File: src/rtl/led_rgb_driver.sv
// led_rgb_driver
//   Purpose : three-channel PWM LED driver. Each channel's brightness level
//             fades one step at a time toward full-on or full-off. The target
//             for each channel comes from one bit of a colour code, and the
//             colour code is registered before use.
//   Latency : colour -> target takes 1 cycle. Levels move one step per fade
//             tick. pwm_* are registered one cycle after cnt/level/enable.
//   Flow    : no backpressure; the block free-runs on every clock.
//   Ports   : clk     - single clock, rising edge
//             rst     - synchronous active-high reset
//             enable  - 1 = PWM outputs active, 0 = PWM outputs forced low
//             colour  - colour code: bit0 red, bit1 green, bit2 blue
//             pwm_r/g/b - registered PWM drive per channel
//             busy    - some channel level has not yet reached its target
module led_rgb_driver #(
  parameter int PWM_BITS = 8,    // legal 2..16
  parameter int FADE_DIV = 4     // legal 1..65535
) (
  input  logic       clk,
  input  logic       rst,
  input  logic       enable,
  input  logic [2:0] colour,
  output logic       pwm_r,
  output logic       pwm_g,
  output logic       pwm_b,
  output logic       busy
);

  // Full-brightness level. The PWM period is MAX cycles, so the counter
  // only takes the values 0..MAX-1. Because cnt can never equal MAX,
  // a level of MAX gives an output that is always high.
  localparam logic [PWM_BITS-1:0] MAX      = {PWM_BITS{1'b1}};
  localparam logic [PWM_BITS-1:0] CNT_LAST = PWM_BITS'((1 << PWM_BITS) - 2);
  localparam logic [PWM_BITS-1:0] LVL_ONE  = PWM_BITS'(1);

  // The fade divider needs at least one bit, even when FADE_DIV = 1.
  // In that case div stays at 0 and every cycle is a fade tick.
  localparam int                  DIV_W    = (FADE_DIV > 1) ? $clog2(FADE_DIV) : 1;
  localparam logic [DIV_W-1:0]    DIV_LAST = DIV_W'(FADE_DIV - 1);
  localparam logic [DIV_W-1:0]    DIV_ONE  = DIV_W'(1);

  // Channel index 0 = red, 1 = green, 2 = blue. This matches the colour bit order.
  logic [2:0]                colour_q;
  logic [PWM_BITS-1:0]       cnt;
  logic [DIV_W-1:0]          div;
  logic [2:0][PWM_BITS-1:0]  level;
  logic [2:0][PWM_BITS-1:0]  target;
  logic [2:0]                pwm_q;
  logic                      fade_tick;

  // Moves a level one step toward its target and never passes it. The
  // compare happens before the step, so the +1 and -1 can never wrap.
  function automatic logic [PWM_BITS-1:0] step_toward(
    input logic [PWM_BITS-1:0] cur,
    input logic [PWM_BITS-1:0] tgt
  );
    logic [PWM_BITS-1:0] nxt;
    nxt = cur;
    if (cur < tgt) begin
      nxt = cur + LVL_ONE;
    end else if (cur > tgt) begin
      nxt = cur - LVL_ONE;
    end
    return nxt;
  endfunction

  // Targets come only from the registered colour. A colour change
  // therefore retargets every channel on the next cycle, starting from
  // the channel's current level. cnt and div are not touched.
  always_comb begin
    target = '0;
    for (int i = 0; i < 3; i++) begin
      target[i] = colour_q[i] ? MAX : '0;
    end
  end

  assign fade_tick = (div == DIV_LAST);

  // Comparing the packed level and target arrays as whole vectors gives
  // the OR over channels of (level != target).
  assign busy = (level != target);

  always_ff @(posedge clk) begin
    if (rst) begin
      colour_q <= '0;
      cnt      <= '0;
      div      <= '0;
      level    <= '0;
      pwm_q    <= '0;
    end else begin
      colour_q <= colour;
      cnt      <= (cnt == CNT_LAST) ? '0 : cnt + LVL_ONE;
      div      <= fade_tick ? '0 : div + DIV_ONE;
      for (int i = 0; i < 3; i++) begin
        // enable only gates the output. The counters, colour and levels
        // keep running while it is low, so re-enabling resumes cleanly.
        pwm_q[i] <= enable & (cnt < level[i]);
        if (fade_tick) begin
          level[i] <= step_toward(level[i], target[i]);
        end
      end
    end
  end

  assign pwm_r = pwm_q[0];
  assign pwm_g = pwm_q[1];
  assign pwm_b = pwm_q[2];

endmodule

File: config.mk
export PLATFORM = sky130hd
export DESIGN_NAME = led_rgb_driver
export DESIGN_NICKNAME = d
export VERILOG_FILES = /design/src/rtl/led_rgb_driver.sv
export SDC_FILE = /design/constraint.sdc
export NUM_CORES = 1
export LEC_CHECK = 0
export BUFFER_PORTS_ARGS = -buffer_cell sky130_fd_sc_hd__buf_2
export CORE_MARGIN = 2
export CORE_UTILIZATION = 40
export CTS_CLUSTER_DIAMETER = 60
export CTS_CLUSTER_SIZE = 16
export DETAILED_ROUTE_END_ITERATION = 10
export PLACE_DENSITY = 0.66
export SETUP_SLACK_MARGIN = 0.1
export SYNTH_ARGS = -nofsm -noshare
export SYNTH_HDL_FRONTEND = slang
export SYNTH_SLANG_ARGS = --single-unit
File: constraint.sdc
create_clock -name clk -period 3 [get_ports clk]
set_clock_uncertainty 0.15 [all_clocks]
set_input_delay 0.6 -clock clk [delete_from_list [all_inputs] [get_ports clk]]
set_output_delay 0.6 -clock clk [all_outputs]
set_load 0.05 [all_outputs]
======== Word-level counts from Yosys, hierarchy flattened ========
Index checks and enable logic that the tools add are counted.
storage, ports and cells
  register bits after elaboration ......... 40
  word-level logic and storage cells ...... 47
  input bits .............................. 6
cells by class
  add/subtract/negate cells ............... 8
  bitwise operators ....................... 3
  mux-type cells .......................... 9
  eq/ne operators ......................... 3
  reduce and logical (&&, ||, !) cells .... 8
  magnitude comparators ................... 9
operators by type and width
  operator                                                             number
  8-bit two-way mux                                                    9
  8-bit < comparator                                                   6
  8-bit by 1-bit adder with 8-bit output (second input constant)       4
  8-bit > comparator                                                   3
  24-bit inequality test                                               1
  8-bit by 1-bit subtractor with 8-bit output (second input constant)  3
  8-bit equality test (second input constant)                          1
  2-bit AND reduction                                                  3
  2-bit nonzero test                                                   3
  2-bit OR reduction                                                   2
  1-bit bitwise AND                                                    3
  2-bit by 1-bit adder with 2-bit output (second input constant)       1
  2-bit equality test (second input constant)                          1

======== Longest topological paths before layout ========
Gate-level depths: netlist of the first run.
  word-level depth ........................ 4
  gate-level depth with buffers ........... 13
  depth with buffers taken out ............ 13

======== Worst setup path after synthesis of the first run ========
Ideal clock, no wire load.
  path type ............................... flip-flop to flip-flop
  from .................................... register colour_q[2]
  to ...................................... register level[23] in the netlist's numbering
  path slack .............................. -372 ps
  setup time .............................. 123 ps
  stages on the path, launching flop included .. 14
  data arrival time ....................... 3098 ps
  data required time ...................... 2727 ps
  cell sequence ........................... dfxtp_1 inv_1 ha_1 nor2b_1 o211a_1 o21bai_1 nand2_1 ha_1 a211oi_2 o21bai_1 o311a_1 a211o_1 a21oi_1 mux2_1
on the way
  word-level cells in the longest chain between the ends .. 4
ends and longest elaborated chain
  element                                                   line    RTL
  from (decl)                                               43      logic [2:0] colour_q;
  from (signal assigned)                                    91      colour_q <= colour;
  8-bit two-way mux (*)                                     73      target[i] = colour_q[i] ? MAX : '0;
  8-bit < comparator or 8-bit > comparator (tied branches)  59, 61
  2-bit nonzero test (no line)                              -
  2-bit AND reduction (no line)                             -
  to (signal, indexed assignment)                           99      level[i] <= step_toward(level[i], target[i]);
  to (decl)                                                 46      logic [2:0][PWM_BITS-1:0] level;
Every way passes the cells marked *; elsewhere a longest branch is shown, timed or not.
A chain may end at the register's enable or synchronous reset.

======== Worst setup path in the final report of the first run ========
  from .................................... register colour_q[1]
  to ...................................... register level[15] in the netlist's numbering
The elaborated chain is that of the path after synthesis.

==> results of run 1 <==
-- what timing repair did --
action,4_1_cts,5_1_grt
setup buffers,12,8
gates resized for setup,42,26
setup endpoints to repair,9,9
pin swaps,33,21
-- state kept, by name, indices dropped and copies added, names as in the netlist --
name,flops
level,24
cnt,8
colour_q,3
pwm_q,3
div,2
-- how the worst max path moves through the flow --
stage                                 startpoint                      to  slack [ns]  cells past startpoint
after global routing      colour_q[1]$_SDFF_PP0_  level[15]$_SDFFE_PP0P_       -0.24                     13
after detailed placement  colour_q[2]$_SDFF_PP0_  level[23]$_SDFFE_PP0P_       -0.27                     14
final                     colour_q[1]$_SDFF_PP0_  level[15]$_SDFFE_PP0P_       -0.14                     13
after floorplan           colour_q[2]$_SDFF_PP0_  level[23]$_SDFFE_PP0P_       -0.12                     13
after CTS                 colour_q[1]$_SDFF_PP0_  level[15]$_SDFFE_PP0P_       -0.14                     13
after global placement    colour_q[1]$_SDFF_PP0_  level[15]$_SDFFE_PP0P_       -0.13                     13
-- routing by layer --
layer,track usage,wire length (um),vias to the layer above
li1,-,-,1550
met3,0.02688,157,10
met2,0.3440,4113,35
met5,0,0,-
met4,0.05193,112,0
met1,0.2201,3646,1413
-- metrics by stage --
step                hold WS [ns]    util  setup slack, ns  power (mW)
floorplan                 0.2573       -          -0.1193      0.9229
global placement          0.2695  0.5133          -0.1259       1.088
detailed placement        0.2723  0.5133          -0.2695       1.108
CTS                       0.2836  0.5581          -0.1358       1.510
global route              0.2972  0.5830          -0.2420       1.638
finish                    0.2856  0.5830          -0.1352       1.544
-- kinds of logic (layout without fill, tap and decap cells) --
| group | after synthesis | count (layout) | share of synthesized area |
|---|---|---|---|
| simple gates | 98 | 98 | 0.1423 |
| compound gates | 94 | 94 | 0.1951 |
| fa+ha+maj | 69 | 69 | 0.2672 |
| flops | 40 | 40 | 0.2415 |
| buf+inv | 39 | 141 | 0.04868 |
| xor+xnor | 20 | 20 | 0.05283 |
| mux | 17 | 17 | 0.05245 |
-- where the power goes --
part           internal (mW)  total [mW]  switching (mW)  leakage, nW
sequential             0.555       0.578          0.0222        0.328
combinational          0.322       0.611           0.288         1.85
clock                  0.164       0.356           0.192       0.0422
-- synthesized netlist by cell type (all sizes together) --
cell type,number,share of area
a211o,4,0.011
buf,2,0.0057
mux2i,14,0.042
o21a,2,0.0045
nand2,16,0.020
or3,1,0.0019
nor3,6,0.0091
fa,3,0.018
nand3,8,0.012
nand2b,8,0.015
o31ai,3,0.0068
o311a,2,0.0060
xor2,6,0.016
o21ba,1,0.0030
clkbuf,3,0.0045
a221oi,2,0.0053
ha,66,0.25
a21oi,27,0.041
o211ai,4,0.0091
nor2,39,0.044
nor3b,2,0.0045
o211a,2,0.0060
inv,34,0.038
o21bai,7,0.016
dfxtp,40,0.24
o21ai,9,0.014
nor2b,10,0.019
a21o,20,0.046
nor4bb,1,0.0030
and3,1,0.0019
a31oi,2,0.0038
a31o,1,0.0026
xnor2,14,0.037
or2,1,0.0019
nand4,5,0.0094
a211oi,8,0.021
mux2,3,0.010
-- critical path: cells and delay by family (launching register included) --
kind                     cells  cell delay, ns
flip-flops                   1            0.34
AO/OA/AOI/OAI                7            1.22
buffers and inverters        1            0.09
AND/OR/NAND/NOR              2            0.43
adder cells (fa/ha/maj)      2            0.49
multiplexers                 1            0.30
-- final cells by class --
class | count | area (um2)
fill | 686 | 3392
multi-input combinational | 298 | 2830
sequential | 40 | 814.5
timing repair buffer | 99 | 739.5
inverter | 34 | 145.1
tap | 105 | 131.4
clock buffer | 7 | 76.32
clock inverter | 1 | 5.005
==> run summary, run 1 <==
When the netlist entered floorplanning its net count stood at 452. The H-tree was split into 2 levels. The tools report the maximum number of pins on one net before global-route repair as 21.

The source-to-sink clock delay at the later pin of the worst-skew pair was 0.30 ns. After clock tree synthesis, the clock-pin slew on the worst setup and hold paths is 0.08 ns. The reg-to-reg setup timing slack was -0.14 ns. The cell area after placement was 4175 um2.

The post-layout net count was 553; the total count of hold-check failures in the final report was 0. The worst voltage drop across the vdd grid was 0.1772 mV; the number of clock buffers inserted by TritonCTS was 5. The tools report the startpoint of the most critical hold path as div[0]$_SDFF_PP0_. Hold buffer count at cts: 0. Setup repair after global routing could not meet its margin everywhere.

Synthesis handed over a netlist of 377 instances. After detailed routing, the average wire length per cell comes to 13.75 um. The cell area after synthesis was 3316 um2. The highest clock rate was 0.3190 GHz; the mean cell area of the mapped netlist was 8.795 um2.

The run gives 5 as the first-pass iteration count of the detailed router. The worst path needs 3.135 ns of the cycle, external delays included. The count of port buffers added during placement came out at 9. The logs give 0.4076 for the initial core utilization and -0.1352 ns for the final critical-path setup slack. Number of global-route vias before repair: 3,014. For the pin with the worst max-slew slack, the measured transition is 0.5610 ns. The first global-routing pass estimated 13,230 um of wire. The total area inside the core boundary comes to 8134 um2. Among all stages on the critical path, the largest delay is contributed by sky130_fd_sc_hd__dfxtp_2.

The floorplan step defined a die boundary enclosing 9034 um2. The number of cells on the worst hold path is 1, and the routability-driven placement congestion ratio is 0.8539. In this design, the stage delay of the slowest critical-path cell is 0.34 ns. For the number of DRC violations after detailed-routing iteration 0, the log shows 104. The total routing resource utilization after global routing was 0.1849. The final reports fail on setup timing. The setup TNS is -0.2646 ns, and the power per cell area is 325.6 nW/um2. From synthesis to final layout, the design area changed by 43.02%. The tools report the worst hold endpoint as div[0]$_SDFF_PP0_. The repair_antennas step left the layout with diodes totalling 0. In this run the remaining antenna-violating nets after routing total 0. From bottom edge to top edge, the die measures 95.05 um. For this design the static power due to leakage is 2.217 nW. The flow ran to the end, but the final reports show violations. Per-cell via count in the routed design: 5.151. The worst min-delay path category was reg -> reg. Number of cells traversed by the worst register-to-register path: 13.

The worst register-to-register path begins at colour_q[1]$_SDFF_PP0_. In this run, synthesis produced a sequential element count of 40. The number of setup violations in the final report was 2. The post-DP HPWL was 5950 um; the share of final-layout standard cells stronger than drive strength 1 was 0.3841.

In this run the horizontal extent of the chip is 95.05 um. For the initial antenna violation count, the log shows 0. The initialized floorplan defines 33 standard-cell rows. The capturing point of the worst reg2reg path was level[15]$_SDFFE_PP0P_. In the layout the commonest cells are sky130_fd_sc_hd__buf_4 (85), sky130_fd_sc_hd__ha_1 (45), sky130_fd_sc_hd__nor2_1 (38), sky130_fd_sc_hd__dfxtp_1 (33), sky130_fd_sc_hd__inv_1 (28). At the worst endpoint, the arrival time is 3.16 ns. TritonCTS built the clock tree.

The max-cap violation count is 0, and the sequential-to-total area share from yosys stat is 0.2415. For the worst relative slew slack, the log shows 0.6253. The routed wire length was 8028 um; the maximum fanout along the worst path was 6. Counting every sink on the clock net gives 40. By startpoint and endpoint, the worst setup path is classified as reg -> reg. STA puts the critical path data required time at 3.03 ns. STA classifies the critical path endpoint as a register.

The most frequent standard cell in the layout excluding fill and tap cells is sky130_fd_sc_hd__buf_4. Global routing finished with a remaining overflow of 0. For this run, the number of standard cells in the final layout without fillers is 584. The count of synthesis-stage warnings from yosys was 0.

The post-route DRC violation count was 0; the via count was 3,008. The logs give 558 for the total instance count after detailed placement and 4742 um2 for the design area. Number of library cell types mapped by synthesis: 43.

The critical path goes through inv_4, ha_4, nor2b_4, o211a_1, o21ba_4, or2_4, ha_4, a21oi_2, o21bai_1, o211ai_1, a211o_1, a21oi_2, mux2_4. The share of the cycle needed by the critical path after routing came out at 1.045. The startpoint type of the worst setup path was a register. The clock passes through at most 2 buffers. The tree is rooted in a sky130_fd_sc_hd__clkbuf_8. The total I/O pin count was 10. Number of slew-limit violations in the final report: 0.
Power figures use the tool's default switching activity.
==> inputs of run 2 (changes only) <==
PLACE_DENSITY = 0.64   (was 0.66)
clock period = 2.9 ns   (was 3 ns; I/O delays follow)
==> run 2 against run 1 <==
Against the previous run:
- the flow still finishes with violations (setup timing)
- critical path type unchanged
- non-clock buffer count rose by 17
- sequential share of layout area decreased by 0.52 points
- global-route usage is 0.36 points higher
- die area unchanged
- largest cell class unchanged
- worst setup slack lost 0.098 ns
- worst hold slack better by 0.0089 ns
- combinational power rose by 8.0%
- critical path depth is the same
- power up 12%
- sequential cell count did not move
- highest routed layer unchanged
- utilization grew 1.8 points
- via count increased by 1.1%
==> run summary, run 2 (synthesized netlist as in run 1, its figures left out) <==
The run finished, with violations left. Violated checks: setup timing (unchanged). The number of cells traversed by the worst register-to-register path is 13 (unchanged). The beginning of the worst register-to-register path is colour_q[1]$_SDFF_PP0_ (unchanged). Worst min-delay path category: reg -> reg (unchanged). Critical path capture point: level[15]$_SDFFE_PP0P_ (unchanged). The clock net sink count is 40 (unchanged), and the area of the core is 8134 um2 (unchanged). For the via count, the log shows 3,040 (was 3,008). Total count of hold-check failures in the final report: 0 (unchanged). Regs by FF count: level: 24 flops, cnt: 8 flops (unchanged).

Count of port buffers added during placement: 9 (unchanged). TritonCTS built the clock tree. The number of antenna diodes came out at 0 (unchanged).

The logs give 0.30 ns (about the same) for the source-to-sink clock delay at the later pin of the worst-skew pair and 693 (was 686) for the number of fill cells. The tools report the element type at the critical path end as a register (unchanged). The tools report the launch point of the critical path as colour_q[1]$_SDFF_PP0_ (unchanged).

The total power consumption of the routed design is 1.730 mW (was 1.544 mW), and the post-layout net count is 570 (was 553). The number of flip-flops in the largest register came out at 24 (unchanged). The slew at the pin closest to its max-slew limit is 0.5594 ns (was 0.5610 ns), and the final critical-path setup slack is -0.2336 ns (was -0.1352 ns). The number of buffer and inverter instances along the worst setup path is 1 (unchanged), and the reg-to-reg setup timing slack is -0.23 ns (was -0.14 ns). The die extent in x is 95.05 um (unchanged), and the share of final-layout standard cells stronger than drive strength 1 is 0.3992 (was 0.3841).

List of cells traversed by the critical path: inv_4, ha_4, nor2b_4, o211a_1, o21ba_4, or2_4, ha_4, a21oi_2, o21bai_1, o211ai_1, a211o_1, a21oi_2, mux2_4 (unchanged). The count of standard-cell rows came out at 33 (unchanged). The core occupancy in the finished layout was 0.6011 (was 0.5830). The tools report the arrival time reported for the critical path endpoint as 3.17 ns (was 3.16 ns). The initial core utilization is 0.4076 (unchanged).

Maximum number of pins on one net before global-route repair: 29 (was 21). The logs give 13,770 um (was 13,230 um) for the global-route wire length before repair and 0 (unchanged) for the initial antenna violation count. Setup repair after global routing could not meet its margin everywhere. The max-cap violation count was 0 (unchanged). For the post-route DRC violation count, the log shows 0 (unchanged). The routed wire length was 8014 um (was 8028 um); the number of setup violations in the final report was 6 (was 2). Switching fraction of total power: 0.3117 (was 0.3258). For the worst voltage drop across the vdd grid, the log shows 0.1852 mV (was 0.1772 mV).

The worst relative slew slack came out at 0.6271 (was 0.6253). Hold buffer count at cts: 0 (unchanged). Maximum single-stage delay on the critical path: 0.34 ns (about the same). The kind of cell adding the most delay to the critical path was compound AO/OA/AOI/OAI gates (unchanged). The cell leakage power is 2.315 nW (was 2.217 nW). Buffer type at the clock tree root: sky130_fd_sc_hd__clkbuf_8 (unchanged). The total internal power is 1.191 mW (was 1.041 mW), and the maximum fanout along the worst path is 6 (unchanged). For the routability-driven placement congestion ratio, the log shows 0.8504 (was 0.8539). The per-cell via count in the routed design is 5.058 (was 5.151). The critical path's slowest cell is sky130_fd_sc_hd__dfxtp_2 (unchanged). The capturing point of the worst reg2reg path was level[15]$_SDFFE_PP0P_ (unchanged). Register containing the most flip-flops in the final layout: level (unchanged). The die outline height works out to 95.05 um (unchanged).

Leading cell types in the layout, fill and taps excluded: sky130_fd_sc_hd__buf_4 (102), sky130_fd_sc_hd__ha_1 (45), sky130_fd_sc_hd__nor2_1 (38), sky130_fd_sc_hd__dfxtp_1 (33), sky130_fd_sc_hd__inv_1 (30) (was sky130_fd_sc_hd__buf_4 (85), sky130_fd_sc_hd__ha_1 (45), sky130_fd_sc_hd__nor2_1 (38), sky130_fd_sc_hd__dfxtp_1 (33), sky130_fd_sc_hd__inv_1 (28)). The share of total power in the clock network was 0.273 (was 0.231); the logic depth of the worst setup path including buffers was 13 (unchanged). Combinational share of power: 0.382 (was 0.395).

The total die area was 9034 um2 (unchanged); the power per cell area was 353.8 nW/um2 (was 325.6 nW/um2). The run gives 0 (unchanged) as the residual antenna-violating net count after detailed routing. The required arrival time at the worst endpoint was 2.93 ns (was 3.03 ns). The worst-case hold slack is 0.2944 ns (was 0.2856 ns), and the worst-case setup slack after placement is -0.3211 ns (was -0.2695 ns).

The register share of total power is 0.345 (was 0.374), and the share of the cycle needed by the critical path after routing is 1.081 (was 1.045). The startpoint type of the worst setup path is a register (unchanged). The logs give 2 (unchanged) for the maximum number of buffers from clock root to sink and 2 (unchanged) for the count of H-tree levels built during CTS. The category of the critical setup timing path was reg -> reg (unchanged). The first-pass iteration count of the detailed router is 4 (was 5), and the routed wirelength normalized by instance count is 13.33 um (was 13.75 um). The register clock-pin slew on the reported worst setup and hold paths was 0.09 ns (was 0.08 ns). The number of DRC violations after detailed-routing iteration 0 came out at 87 (was 104). The most frequent standard cell in the layout excluding fill and tap cells is sky130_fd_sc_hd__buf_4 (unchanged). Highest clock rate: 0.3191 GHz (was 0.3190 GHz). The post-DP HPWL is 6086 um (was 5950 um). The logs give 0 (unchanged) for the residual overflow from global routing and 10 (unchanged) for the total I/O pin count. The post-layout minimum cycle time is 3.134 ns (was 3.135 ns). The tools report the total routing resource utilization after global routing as 0.1886 (was 0.1849). The switching power total is 0.5393 mW (was 0.5030 mW).

The number of clock buffers inserted by TritonCTS was 5 (unchanged); the number of global-route vias before repair was 3,139 (was 3,014). The growth of design area from synthesis to finish came out at 47.47% (was 43.02%). Number of slew-limit violations in the final report: 0 (unchanged).
## run 2: power by group through the flow
stage	Combinational, mW	Sequential (mW)	Clock (mW)
floorplan	0.329	0.627	0
global placement	0.547	0.608	0
detailed placement	0.564	0.609	0
CTS	0.607	0.597	0.483
global route	0.731	0.601	0.502
finish	0.660	0.597	0.472
## run 2: repair_timing
| item | CTS | global route |
|---|---|---|
| resized for setup | 30 | 32 |
| buffers inserted | 6 | 11 |
| endpoints found under the setup margin | 9 | 13 |
| pin swaps | 23 | 31 |
## run 2: per-layer routing
metal	wire, um	GRT usage
met3	136	0.02372
met1	3802	0.2380
met2	4036	0.3487
met5	0	0
met4	39	0.02899
## run 2: metrics by stage
stage,cell area (um2),TNS [ns],instances
4_1_cts,4629,-0.9465,591
3_3_place_gp,4324,-0.7830,577
5_1_grt,4890,-1.435,601
2_1_floorplan,3498,-0.5106,377
6_report,4890,-0.8147,601
3_5_place_dp,4324,-1.299,577
## run 2: cell type report
type                       count  area [um2]  area share
clock buffer                   5       68.82     0.01407
timing repair buffer         116       867.1      0.1773
inverter                      34       145.1     0.02968
tap                          105       131.4     0.02687
clock inverter                 3       47.55    0.009724
multi-input combinational    298        2815      0.5757
sequential                    40       814.5      0.1666
## run 2: worst min path at each step
| stage | start | to | depth (start not counted) |
|---|---|---|---|
| 4_1_cts | div[0]$_SDFF_PP0_ | div[0]$_SDFF_PP0_ | 1 |
| 5_1_grt | div[0]$_SDFF_PP0_ | div[0]$_SDFF_PP0_ | 1 |
| 3_5_place_dp | div[0]$_SDFF_PP0_ | div[0]$_SDFF_PP0_ | 1 |
| 3_3_place_gp | div[0]$_SDFF_PP0_ | div[0]$_SDFF_PP0_ | 1 |
| 6_report | div[0]$_SDFF_PP0_ | div[0]$_SDFF_PP0_ | 1 |
| 2_1_floorplan | div[0]$_SDFF_PP0_ | div[0]$_SDFF_PP0_ | 1 |
==> inputs of run 3 (changes only) <==
REMOVE_ABC_BUFFERS = 1   (was not set)
==> run 3 against run 2 <==
Against the previous run:
- the run still ends with setup timing left
- cell count down 1.0%
- highest routed layer unchanged
- first-iteration DRC count up 33%
- sequential cell count unchanged
- final area up 2.9%
- critical path depth up 1
- sequential power about the same
- routed wire length up 9.6%
- largest cell class unchanged
- clock power up 7.6%
- die area unchanged
- register-to-register slack worse by 0.03 ns
- utilization up 1.8 points
- sequential share of layout area down 0.57 points
==> run summary, run 3 (synthesized netlist as in run 1, its figures left out) <==
The logs give 5032 um2 (was 4890 um2) for the design area and 0.6515 (was 0.6271) for the worst relative slew slack. The logs give 3,058 (was 3,040) for the via count and 116 (was 87) for the number of DRC violations after detailed-routing iteration 0. The routed wirelength normalized by instance count works out to 14.76 um (was 13.33 um).

The logs give 0 (unchanged) for the max-cap violation count and 0 (unchanged) for the number of antenna diodes. TritonCTS built the clock tree. The die extent in x is 95.05 um (unchanged), and the first-pass iteration count of the detailed router is 4 (unchanged). Total I/O pin count: 10 (unchanged). The post-route DRC violation count was 0 (unchanged). Global-route wire length before repair: 14,210 um (was 13,770 um). The count of port buffers added during placement came out at 9 (unchanged).

The initial antenna violation count is 0 (unchanged). The post-layout minimum cycle time came out at 3.167 ns (was 3.134 ns). For the total power consumption of the routed design, the log shows 1.796 mW (was 1.730 mW). The number of fill cells is 620 (was 693). Number of flip-flops in the largest register: 24 (unchanged). The run gives 0.3158 GHz (was 0.3191 GHz) as the highest clock rate. The startpoint of the most critical hold path is div[0]$_SDFF_PP0_ (unchanged).

The reg-to-reg setup timing slack is -0.27 ns (was -0.23 ns), and the residual overflow from global routing is 0 (unchanged). The core occupancy in the finished layout is 0.6187 (was 0.6011), and the worst voltage drop across the vdd grid is 0.2133 mV (was 0.1852 mV). The tools report the arrival time reported for the critical path endpoint as 3.21 ns (was 3.17 ns). The cell area after placement was 4096 um2 (was 4324 um2). The growth of design area from synthesis to finish is 51.77% (was 47.47%), and the final critical-path setup slack is -0.2670 ns (was -0.2336 ns).

The maximum number of pins on one net before global-route repair is 20 (was 29), and the share of the cycle needed by the critical path after routing is 1.092 (was 1.081). The worst-case hold slack is 0.2878 ns (was 0.2944 ns). The power per cell area is 357.0 nW/um2 (was 353.8 nW/um2). The required arrival time at the worst endpoint came out at 2.94 ns (was 2.93 ns). The number of cells traversed by the worst register-to-register path was 14 (was 13).

The run finished, with violations left. The category of the critical setup timing path is reg -> reg (unchanged). The register share of total power was 0.333 (was 0.345); the per-cell via count in the routed design was 5.139 (was 5.058). Most frequent standard cell in the layout excluding fill and tap cells: sky130_fd_sc_hd__buf_4 (unchanged). The share of final-layout standard cells stronger than drive strength 1 works out to 0.4286 (was 0.3992). The number of setup violations in the final report is 6 (unchanged), and the total count of hold-check failures in the final report is 0 (unchanged).

Leading cell types in the layout, fill and taps excluded: sky130_fd_sc_hd__buf_4 (92), sky130_fd_sc_hd__nor2_1 (37), sky130_fd_sc_hd__ha_1 (35), sky130_fd_sc_hd__dfxtp_1 (35), sky130_fd_sc_hd__ha_4 (30) (was sky130_fd_sc_hd__buf_4 (102), sky130_fd_sc_hd__ha_1 (45), sky130_fd_sc_hd__nor2_1 (38), sky130_fd_sc_hd__dfxtp_1 (33), sky130_fd_sc_hd__inv_1 (30)). The number of slew-limit violations in the final report was 0 (unchanged); the die outline height was 95.05 um (unchanged). Regs by FF count: level: 24 flops, cnt: 8 flops (unchanged). The routed wire length was 8785 um (was 8014 um); the post-DP HPWL was 5925 um (was 6086 um). The routability-driven placement congestion ratio was 0.8171 (was 0.8504); the post-layout net count was 564 (was 570). The switching fraction of total power is 0.3070 (was 0.3117), and the hold buffer count at cts is 0 (unchanged). The combinational share of power came out at 0.384 (was 0.382). The tools report the count of standard-cell rows as 33 (unchanged). Total routing resource utilization after global routing: 0.1989 (was 0.1886). The register clock-pin slew on the reported worst setup and hold paths was 0.08 ns (was 0.09 ns).

The tools report the element type at the critical path end as a register (unchanged). The worst hold endpoint was div[0]$_SDFF_PP0_ (unchanged). The run gives 2 (unchanged) as the count of H-tree levels built during CTS. The number of global-route vias before repair was 3,154 (was 3,139). The total internal power came out at 1.245 mW (was 1.191 mW).

The tools report the beginning of the worst register-to-register path as colour_q[2]$_SDFF_PP0_ (was colour_q[1]$_SDFF_PP0_). Violated checks: setup timing (unchanged). The number of clock buffers inserted by TritonCTS is 5 (unchanged), and the source-to-sink clock delay at the later pin of the worst-skew pair is 0.29 ns (was 0.30 ns). The run gives 8134 um2 (unchanged) as the area of the core. The register containing the most flip-flops in the final layout was level (unchanged). The switching power total came out at 0.5515 mW (was 0.5393 mW). The maximum fanout along the worst path was 5 (was 6); the clock net sink count was 40 (unchanged). Setup repair after global routing could not meet its margin everywhere. The logs give 2 (unchanged) for the maximum number of buffers from clock root to sink and 9034 um2 (unchanged) for the total die area. The run gives 0.283 (was 0.273) as the share of total power in the clock network. Startpoint type of the worst setup path: a register (unchanged). The slew at the pin closest to its max-slew limit was 0.5217 ns (was 0.5594 ns). Buffer type at the clock tree root: sky130_fd_sc_hd__clkbuf_8 (unchanged).

Worst min-delay path category: reg -> reg (unchanged). The residual antenna-violating net count after detailed routing was 0 (unchanged); the cell leakage power was 2.296 nW (was 2.315 nW). The number of cells on the worst hold path is 1 (unchanged), and the initial core utilization is 0.4076 (unchanged). The capturing point of the worst reg2reg path was level[23]$_SDFFE_PP0P_ (was level[15]$_SDFFE_PP0P_).
## run 3: cell types whose count changed in the layout (fill, tap and decap cells not counted), moves of 3 or more
cell                    change
sky130_fd_sc_hd__buf_4     -10
sky130_fd_sc_hd__buf_6      +3
sky130_fd_sc_hd__ha_1      -10
sky130_fd_sc_hd__ha_4       +9
## run 3: metrics by stage
step | setup TNS, ns | std cells | worst slack, ns
floorplan | -1.389 | 372 | -0.4718
global placement | -1.916 | 571 | -0.4981
detailed placement | -2.403 | 571 | -0.5543
CTS | -0.6144 | 595 | -0.2209
global route | -1.439 | 595 | -0.3710
finish | -0.6604 | 595 | -0.2670
## run 3: worst max-delay path by stage
stage,startpoint,slack (ns),cells past startpoint,endpoint
after floorplan,colour_q[2]$_SDFF_PP0_,-0.47,13,level[23]$_SDFFE_PP0P_
after global placement,colour_q[2]$_SDFF_PP0_,-0.50,13,level[23]$_SDFFE_PP0P_
after detailed placement,colour_q[2]$_SDFF_PP0_,-0.55,13,level[23]$_SDFFE_PP0P_
after CTS,colour_q[2]$_SDFF_PP0_,-0.22,13,level[23]$_SDFFE_PP0P_
after global routing,colour_q[2]$_SDFF_PP0_,-0.37,13,level[23]$_SDFFE_PP0P_
final,colour_q[2]$_SDFF_PP0_,-0.27,14,level[23]$_SDFFE_PP0P_
## run 3: repair_timing
action                                  4_1_cts  5_1_grt
pin swaps                                    52       31
setup buffers                                18        3
hold endpoints to repair                      0        0
endpoints found under the setup margin       14       12
resized for setup                            94       30
## run 3: routing by layer
layer	vias to the layer above	wire length, um	track usage
met5	-	0	0
met4	0	159	0.04952
met3	17	153	0.02688
met2	30	4515	0.3723
met1	1435	3956	0.2385
li1	1576	-	-
## run 3: cell type report
type / count / area (um2) / area share
multi-input cells: 298 / 2967 / 0.5895
repair buffers: 110 / 855.8 / 0.1701
flip-flops and latches: 40 / 809.5 / 0.1609
inverters: 34 / 142.6 / 0.02834
well taps: 105 / 131.4 / 0.02611
clock buffers: 7 / 96.34 / 0.01914
clock inverters: 1 / 30.03 / 0.005967
## run 3: power by group through the flow
stage	Sequential [mW]	Clock (mW)	Combinational, mW
4_1_cts	0.597	0.513	0.644
6_report	0.599	0.508	0.689
5_1_grt	0.603	0.538	0.753
3_5_place_dp	0.606	0	0.518
2_1_floorplan	0.622	0	0.294
3_3_place_gp	0.605	0	0.502
## run 3: critical path, cell delays in order (launching register included)
cell	delay, ns
sky130_fd_sc_hd__dfxtp_2	0.37
sky130_fd_sc_hd__inv_4	0.06
sky130_fd_sc_hd__buf_12	0.14
sky130_fd_sc_hd__ha_4	0.28
sky130_fd_sc_hd__a21oi_4	0.06
sky130_fd_sc_hd__o21ai_2	0.19
sky130_fd_sc_hd__inv_2	0.08
sky130_fd_sc_hd__nand2_4	0.11
sky130_fd_sc_hd__ha_2	0.29
sky130_fd_sc_hd__o21ai_2	0.13
sky130_fd_sc_hd__o21bai_1	0.12
sky130_fd_sc_hd__o311a_1	0.33
sky130_fd_sc_hd__a211o_1	0.25
sky130_fd_sc_hd__a21oi_2	0.17
sky130_fd_sc_hd__mux2_4	0.31
